## config.mk

```make
export PLATFORM = sky130hd
export DESIGN_NAME = cc_cond_unit
export DESIGN_NICKNAME = d
export VERILOG_FILES = /design/src/rtl/cc_cond_unit.sv
export SDC_FILE = /design/constraint.sdc
export NUM_CORES = 1
export LEC_CHECK = 0
export ABC_AREA = 1
export CAP_MARGIN = 20
export CORE_UTILIZATION = 39
export DETAILED_ROUTE_END_ITERATION = 6
export GPL_TIMING_DRIVEN = 0
export MAX_ROUTING_LAYER = met4
export PLACE_DENSITY_LB_ADDON = 0.2
export SLEW_MARGIN = 0
export SYNTH_ARGS = -nofsm -noshare
export SYNTH_HDL_FRONTEND = slang
export SYNTH_SLANG_ARGS = --single-unit
```

## constraint.sdc

```tcl
create_clock -name clk -period 1.2 [get_ports clk]
set_clock_uncertainty 0.05 [all_clocks]
set_input_delay 0.24 -clock clk [delete_from_list [all_inputs] [get_ports clk]]
set_output_delay 0.24 -clock clk [all_outputs]
set_load 0.02 [all_outputs]
```

## src/rtl/cc_cond_unit.sv

```systemverilog
// Execute-stage condition-code unit: holds the Y86-64 CC register, evaluates
// jXX/cmovXX conditions against it, and registers Cnd/valE into the E->M boundary.
module cc_cond_unit #(
    parameter int          W        = 64,
    parameter logic [2:0]  CC_RESET = 3'b100
) (
    input  logic         clk,
    input  logic         rst_n,
    input  logic         e_valid,
    input  logic         set_cc,
    input  logic [2:0]   alu_cc,
    input  logic         cond_use,
    input  logic [3:0]   ifun,
    input  logic [W-1:0] e_valE,
    input  logic         exc_pending,
    input  logic         stall,
    input  logic         bubble,
    output logic [2:0]   cc,
    output logic         e_cnd,
    output logic         M_cnd,
    output logic [W-1:0] M_valE,
    output logic         M_valid,
    output logic         ill_cond
);

    logic zf, sf, of, lt;
    logic cnd_raw;
    logic cc_commit;
    logic ill_seen;

    assign zf = cc[2];
    assign sf = cc[1];
    assign of = cc[0];
    assign lt = sf ^ of;

    // Conditions read the held flags, so a set_cc in this cycle is not yet visible.
    always_comb begin
        cnd_raw = 1'b0;
        case (ifun)
            4'd0:    cnd_raw = 1'b1;
            4'd1:    cnd_raw = lt | zf;
            4'd2:    cnd_raw = lt;
            4'd3:    cnd_raw = zf;
            4'd4:    cnd_raw = ~zf;
            4'd5:    cnd_raw = ~lt;
            4'd6:    cnd_raw = ~lt & ~zf;
            default: cnd_raw = 1'b0;
        endcase
    end

    assign e_cnd     = e_valid & cnd_raw;
    assign cc_commit = set_cc & e_valid & ~stall & ~exc_pending;
    assign ill_seen  = e_valid & cond_use & (ifun > 4'd6) & ~stall;

    always_ff @(posedge clk) begin
        if (!rst_n) begin
            cc <= CC_RESET;
        end else if (cc_commit) begin
            cc <= alu_cc;
        end
    end

    // Stall takes priority over bubble so a held instruction is never dropped.
    always_ff @(posedge clk) begin
        if (!rst_n) begin
            M_cnd   <= 1'b0;
            M_valE  <= '0;
            M_valid <= 1'b0;
        end else if (stall) begin
            M_cnd   <= M_cnd;
            M_valE  <= M_valE;
            M_valid <= M_valid;
        end else if (bubble) begin
            M_cnd   <= 1'b0;
            M_valE  <= '0;
            M_valid <= 1'b0;
        end else begin
            M_cnd   <= e_cnd;
            M_valE  <= e_valE;
            M_valid <= e_valid;
        end
    end

    always_ff @(posedge clk) begin
        if (!rst_n) begin
            ill_cond <= 1'b0;
        end else if (ill_seen) begin
            ill_cond <= 1'b1;
        end
    end

endmodule

```

* After elaboration in Yosys (flattened, before gate mapping)
Index checks and enable logic that the tools add are counted.
** Operators by class
- $lt $le $gt $ge :: 1
- Equality and inequality tests :: 6
- Multiplexer cells :: 4
- Bitwise logic cells :: 14
- Reductions and logical operators :: 1
** Operators by type and width (count)
- $mux 64 :: 1
- $eq 4x3->1 const B :: 3
- $and 1x1->1 :: 8
- $eq 4x2->1 const B :: 2
- $pmux 1 s7 :: 1
- $eq 4x1->1 const B :: 1
- $gt 4x3->1 const B :: 1
- $logic_not 4->1 :: 1
- $not 1->1 :: 4
- $mux 1 :: 2
- $or 1x1->1 :: 1
- $xor 1x1->1 :: 1
** Word-level totals
- Bits in registers :: 70
- Bits of input ports :: 79
- Output and inout bits :: 71
- Word-level logic and storage cells :: 31

* Logic depth before layout (Yosys ltp)
Gate-level depths: netlist (run 1).
- Depth in word-level cells :: 6
- Depth in mapped cells :: 7
- Mapped depth without buffers :: 7

* Least setup slack after synthesis (run 1)
No wires, ideal clock.
- Kind :: reg2out
- From :: register cc[2]
- To :: output e_cnd
- Data arrival time :: 1116 ps
- Data required time :: 910 ps
- Path slack :: -206 ps
- Stages on the path, launching flop included :: 7
- Path through :: dfxtp_1 -> inv_1 -> nand2_1 -> nand3_1 -> nor2_1 -> nand2_1 -> nor2_1
** On the way
- Word-level cells in the longest chain between the ends :: 4
** Ends and longest elaborated chain
- from (decl) :: line 18 : output logic [2:0] cc,
- from (signal assigned) :: line 59 : cc <= alu_cc;
- $not 1->1 :: line 44, 46
- $and 1x1->1 :: line 46 : 4'd6: cnd_raw = ~lt & ~zf;
- $pmux 1 s7 * :: line 39 : case (ifun)
- $and 1x1->1 * :: line 51 : assign e_cnd = e_valid & cnd_raw;
- to (decl) :: line 19 : output logic e_cnd,
Every way passes the cells marked *; elsewhere a longest branch is shown, timed or not.

* Final worst setup path (run 1)
Ends and elaborated chain as after synthesis.

==> results of run 1 <==
## cell type report
type	count	area (µm²)
multi-input cells	233	1310
repair buffers	157	1200
fillers	636	2440
flip-flops and latches	70	1410
inverters	13	48.8
plain buffers	21	198
clock inverters	6	85.1
clock buffers	10	138
well taps	96	120
## what timing repair did
item / CTS / global route
endpoints found under the hold margin: 0 / 0
resized for setup: 304 / 16
pin swaps: 7 / 6
endpoints found under the setup margin: 101 / 51
buffers inserted: 6 / 4
## worst max-delay path: cells and delay by family (launching register included)
| family | cells | cell delay, ns |
|---|---|---|
| AND/OR/NAND/NOR | 5 | 0.43 |
| flip-flops | 1 | 0.37 |
| buffers and inverters | 2 | 0.16 |
## layer usage
metal / GRT usage, % / vias up / wire (µm)
met5: - / - / 0
met4: 10.4 / 0 / 149
met3: 5.09 / 12 / 624
met2: 31.6 / 103 / 3620
met1: 26.0 / 1234 / 3470
li1: - / 1401 / -
## worst max path at each step
stage	cells after the start	end	slack, ns	from
after floorplan	6	e_cnd	-0.005	cc[2]
after global placement	9	e_cnd	-1.02	ifun[0]
after detailed placement	9	e_cnd	-1.02	ifun[0]
after CTS	8	e_cnd	-0.39	cc[2]
after global routing	8	e_cnd	-0.44	cc[2]
final	7	e_cnd	-0.38	cc[2]
## cell usage after synthesis
master,instances
dfxtp_1,70
a21oi_2,51
o21ai_0,2
buf_2,11
a31oi_1,1
nor2_8,1
nand3_1,7
clkbuf_1,1
buf_8,1
buf_12,2
nand2_2,20
nor2_4,1
inv_1,13
nor2_1,8
buf_6,5
a21oi_1,17
nand2_1,125
buf_4,1
## power breakdown
part | total, W | internal (W) | leakage (nW) | switching (W)
logic | 0.000920 | 0.000459 | 1.22 | 0.000461
registers | 0.00245 | 0.00241 | 0.572 | 0.0000441
clock network | 0.00211 | 0.00122 | 0.108 | 0.000891
total | 0.00548 | 0.00409 | 1.90 | 0.00140
## cells by family (layout without fill, tap and decap cells)
group,count (synthesis),in the layout,synth area share [%]
AOI/OAI and AO/OA,71,71,19.1
and+or+nand+nor,162,162,24.1
DFF,70,70,48.9
buffers and inverters,34,207,7.90
## flip-flops by register name, indices dropped and copies added (netlist names)
register  count
M_valE       64
cc            3
M_cnd         1
M_valid       1
ill_cond      1
## metrics by stage
stage	setup slack, ns	setup TNS (ns)
floorplan	-0.00450	-0.00450
global placement	-1.02	-24.30
detailed placement	-1.02	-25.04
CTS	-0.389	-0.535
global route	-0.440	-0.626
finish	-0.379	-0.470
==> flow_summary.json, run 1 <==
{
  "r2r_cells": 9,
  "grt_max_degree": 13,
  "cts_tree": "done",
  "ys_ff_latch": 70,
  "core_mm2": 0.00694,
  "rows": 30,
  "syn_nets": 416,
  "drc_errors": 0,
  "crit_arrival_ns": 1.29,
  "dpl-instance-area_mm2": 0.00448,
  "total_power_w": 0.00548,
  "avgSynthCellArea_um2": 8.51,
  "drt-wirelength-per-cell_um": 13.0,
  "htree_levels": 3,
  "cts_root_buf": "clkbuf_8",
  "cp_cell_sequence": "inv_2 > nand2_1 > nand3_2 > nor2_4 > nand2_2 > nor2_4 > buf_6",
  "min_path_type": "primary input to register",
  "yosys-top-cells-area": "dfxtp_1, nand2_1, a21oi_2",
  "fin_crit_sh_pct": 132,
  "grt_pass1_vias": 2630,
  "io_pins": 150,
  "pwr_density_cell_mw_per_mm2": 1220,
  "crit_slowest_cell": "dfxtp_4",
  "rsz0062_at_grt": "true",
  "critical_path_class": "register to output port",
  "vias": 2750,
  "viasPerCell": 4.54,
  "numCtsBuffers": 9,
  "setup_slack_ns": -0.379,
  "die_x_um": 87.7,
  "hold_slack_ns": 0.200,
  "max_freq_mhz": 633,
  "stdcell_count": 606,
  "whs_path_depth": 4,
  "layout-drive-gt1-share_pct": 41.0,
  "gp_congestion": 0.758,
  "rr_startpoint": "cc[2]",
  "whs_endpoint": "cc[2]",
  "slew_headroom_pct": 80.7,
  "slew_violations": 0,
  "cp-end-kind": "output port",
  "dp_cells": 581,
  "clkTransAtPathRegs_ns": 0.07,
  "leakagePower_nw": 1.90,
  "synthCells": 337,
  "nets": 584,
  "areaGrowthSynthToFinish_pct": 57.2,
  "ys_seq_area_share_pct": 48.9,
  "slowest_delay_ns": 0.37,
  "r2r_slack_ns": -0.04,
  "hp-start": "stall",
  "start_kind": "register",
  "yosysUniqueCellTypes": 18,
  "grt_remaining_overflow": 0,
  "outcome": "finished, violations left",
  "first_pass_iters": 4,
  "crit_top_cell": "nor2_4",
  "violations": "negative setup slack",
  "required_ns": 0.91,
  "detailed_place_hpwl_um": 5460,
  "period_minus_slack_ns": 1.58,
  "antenna_found_initial": 0,
  "peakVddDrop_mv": 0.672,
  "cts_hold_buf": 0,
  "final_area_mm2": 0.00451,
  "initial_utilization_pct": 41.3,
  "final_common_cell": "nand2_1",
  "ys_warn_count": 0,
  "cts_sinks": 70,
  "die-height_um": 87.7,
  "io_buffer_count": 148,
  "clock_latency_ns": 0.33,
  "postLayoutCoreUtil_pct": 64.9,
  "drt-total-wl_um": 7860,
  "yosysTopAreaCell": "dfxtp_1",
  "clockBufferDepth": 2,
  "worstReg2RegEnd": "M_cnd",
  "final-hold-violation-count": 0,
  "syn_area_mm2": 0.00287,
  "path_max_fanout": 3,
  "dieArea_mm2": 0.00770,
  "cap_violations": 0,
  "final_cell_mix": "nand2_1, buf_2, clkdlybuf4s50_1, dfxtp_1, a21oi_2",
  "grt_pass1_wl_um": 12200,
  "num_antenna_cells": 0,
  "yosysTopAreaCellShare_pct": 48.9,
  "tightest_slew_ns": 0.289,
  "finalSetupViolCount": 3,
  "dr.first_iter.drc_count": 75,
  "ant_nets": 0,
  "track_usage_pct": 20.9
}
Note: power is estimated with default switching activity, not from simulation.
==> run 2: changes to the inputs <==
--- a/config.mk
+++ b/config.mk
@@ -7,7 +7,9 @@
 export LEC_CHECK = 0
 export ABC_AREA = 1
 export CAP_MARGIN = 20
-export CORE_UTILIZATION = 39
+export CELL_PAD_IN_SITES_DETAIL_PLACEMENT = 1
+export CELL_PAD_IN_SITES_GLOBAL_PLACEMENT = 2
+export CORE_UTILIZATION = 21
 export DETAILED_ROUTE_END_ITERATION = 6
 export GPL_TIMING_DRIVEN = 0
 export MAX_ROUTING_LAYER = met4
==> run 2 against run 1 <==
- the run still ends with negative setup slack left
- sequential power barely moved
- hold slack improved by 0.011 ns
- sequential share of layout area decreased by 1.2 points
- final cell count grew 13%
- largest power group is now clock
==> flow_summary.json, run 2 (same netlist as run 1, synthesis figures left out) <==
{
  "leakagePower_nw": 1.94,
  "top_regs": "M_valE x64, cc x3",
  "clockBufferDepth": 2,
  "tightest_slew_ns": 0.314,
  "num_antenna_cells": 0,
  "crit_arrival_ns": 1.35,
  "path_max_fanout": 4,
  "io_pins": 150,
  "track_usage_pct": 14.1,
  "fin_crit_sh_pct": 137,
  "min_path_type": "primary input to register",
  "first_pass_iters": 4,
  "cts_tree": "done",
  "grt_remaining_overflow": 0,
  "viasPerCell": 4.06,
  "gp_congestion": 0.703,
  "htree_levels": 3,
  "finalSetupViolCount": 2,
  "numCtsBuffers": 9,
  "vias": 2792,
  "detailed_place_hpwl_um": 6770,
  "grt_pass1_vias": 2922,
  "required_ns": 0.91,
  "cts_hold_buf": 0,
  "final_cell_mix": "nand2_1, buf_2, clkdlybuf4s50_1, dfxtp_1, a21oi_2",
  "start_kind": "register",
  "dr.first_iter.drc_count": 73,
  "drt-total-wl_um": 9420,
  "largest_register_ffs": 64,
  "hold_slack_ns": 0.211,
  "dp_slack_ns": -1.14,
  "final_common_cell": "nand2_1",
  "total_power_w": 0.00614,
  "core_mm2": 0.0133,
  "io_buffer_count": 148,
  "areaGrowthSynthToFinish_pct": 63.8,
  "initial_utilization_pct": 21.6,
  "largest-register": "M_valE",
  "peakVddDrop_mv": 0.666,
  "grt_max_degree": 13,
  "clkTransAtPathRegs_ns": 0.05,
  "stdcell_count": 687,
  "outcome": "finished, violations left",
  "period_minus_slack_ns": 1.64,
  "final-hold-violation-count": 0,
  "layout-drive-gt1-share_pct": 40.5,
  "cap_violations": 0,
  "clock_latency_ns": 0.33,
  "slew_violations": 0,
  "drc_errors": 0,
  "fillers": 1603,
  "antenna_found_initial": 0,
  "cts_root_buf": "clkbuf_16",
  "die_x_um": 119,
  "setup_slack_ns": -0.442,
  "slew_headroom_pct": 79.1,
  "violations": "negative setup slack",
  "grt_pass1_wl_um": 14900,
  "drt-wirelength-per-cell_um": 13.7,
  "cts_sinks": 70,
  "ant_nets": 0,
  "rsz0062_at_grt": "true",
  "max_freq_mhz": 609,
  "pwr_density_cell_mw_per_mm2": 1310,
  "dp_cells": 661,
  "critical_path_class": "register to output port",
  "cp-end-kind": "output port",
  "dieArea_mm2": 0.0141,
  "rows": 42,
  "die-height_um": 119,
  "nets": 585
}
==> run 2: changes by cell type in the layout (fill, tap and decap cells not counted), sizes merged <==
| cell | change |
|---|---|
| dlygate4sd2 | +1 |
| clkinv | -1 |
| inv | +1 |
| bufinv | -1 |
| clkbuf | +1 |
==> run 2: path summary, 6_finish.rpt <==
| check | from | endpoint | slack, ns | cells after the start |
|---|---|---|---|---|
| worst max-delay path | cc[0] | e_cnd | -0.44 | 8 |
| worst min-delay path | stall | cc[2] | 0.21 | 4 |
| worst max register to register | cc[2] | M_cnd | 0.06 | 8 |
| worst min register to register | M_valE[27] | M_valE[27] | 0.40 | 2 |
==> run 2: critical path, stage by stage (launching register included) <==
cell	delay, ns
dfxtp_4	0.36
inv_4	0.06
nand2_2	0.04
nand2_2	0.06
nor2_2	0.03
nor2_2	0.14
nand2_2	0.09
nor2_4	0.11
buf_6	0.12
==> run 2: per-layer routing <==
| layer | track usage (%) | wire, µm | vias up |
|---|---|---|---|
| met5 | - | 0 | - |
| met4 | 6.41 | 165 | 0 |
| met2 | 22.0 | 4430 | 86 |
| met1 | 16.7 | 4200 | 1287 |
| li1 | - | - | 1408 |
| met3 | 4.07 | 627 | 11 |
==> run 2: what timing repair did <==
item | 4_1_cts | 5_1_grt
hold endpoints to repair | 0 | 0
setup buffers | 6 | 4
pin swaps | 6 | 6
gates resized for setup | 293 | 21
setup endpoints to repair | 114 | 39
==> run 2: where the power goes <==
group	switching, W	internal [W]
Sequential	0.0000454	0.00241
Combinational	0.000467	0.000458
Clock	0.00104	0.00172
==> run 2: final cells by class <==
class	count	area, µm²	area share, %
Sequential cell	70	1410	30.1
Multi-Input combinational cell	233	1270	27.1
Timing Repair Buffer	158	1220	26.1
Clock buffer	11	253	5.38
Tap cell	176	220	4.69
Buffer	21	201	4.29
Clock inverter	5	56.3	1.20
Inverter	13	53.8	1.15
==> run 2: stage by stage <==
step                      cell area, µm²  utilization [%]  setup TNS, ns
after floorplan                     2880                -       -0.00450
after global placement              4580             34.5         -28.34
after detailed placement            4580             34.5         -28.89
after CTS                           4630             34.8         -0.750
after global routing                4690             35.3         -0.624
final                               4690             35.3         -0.465
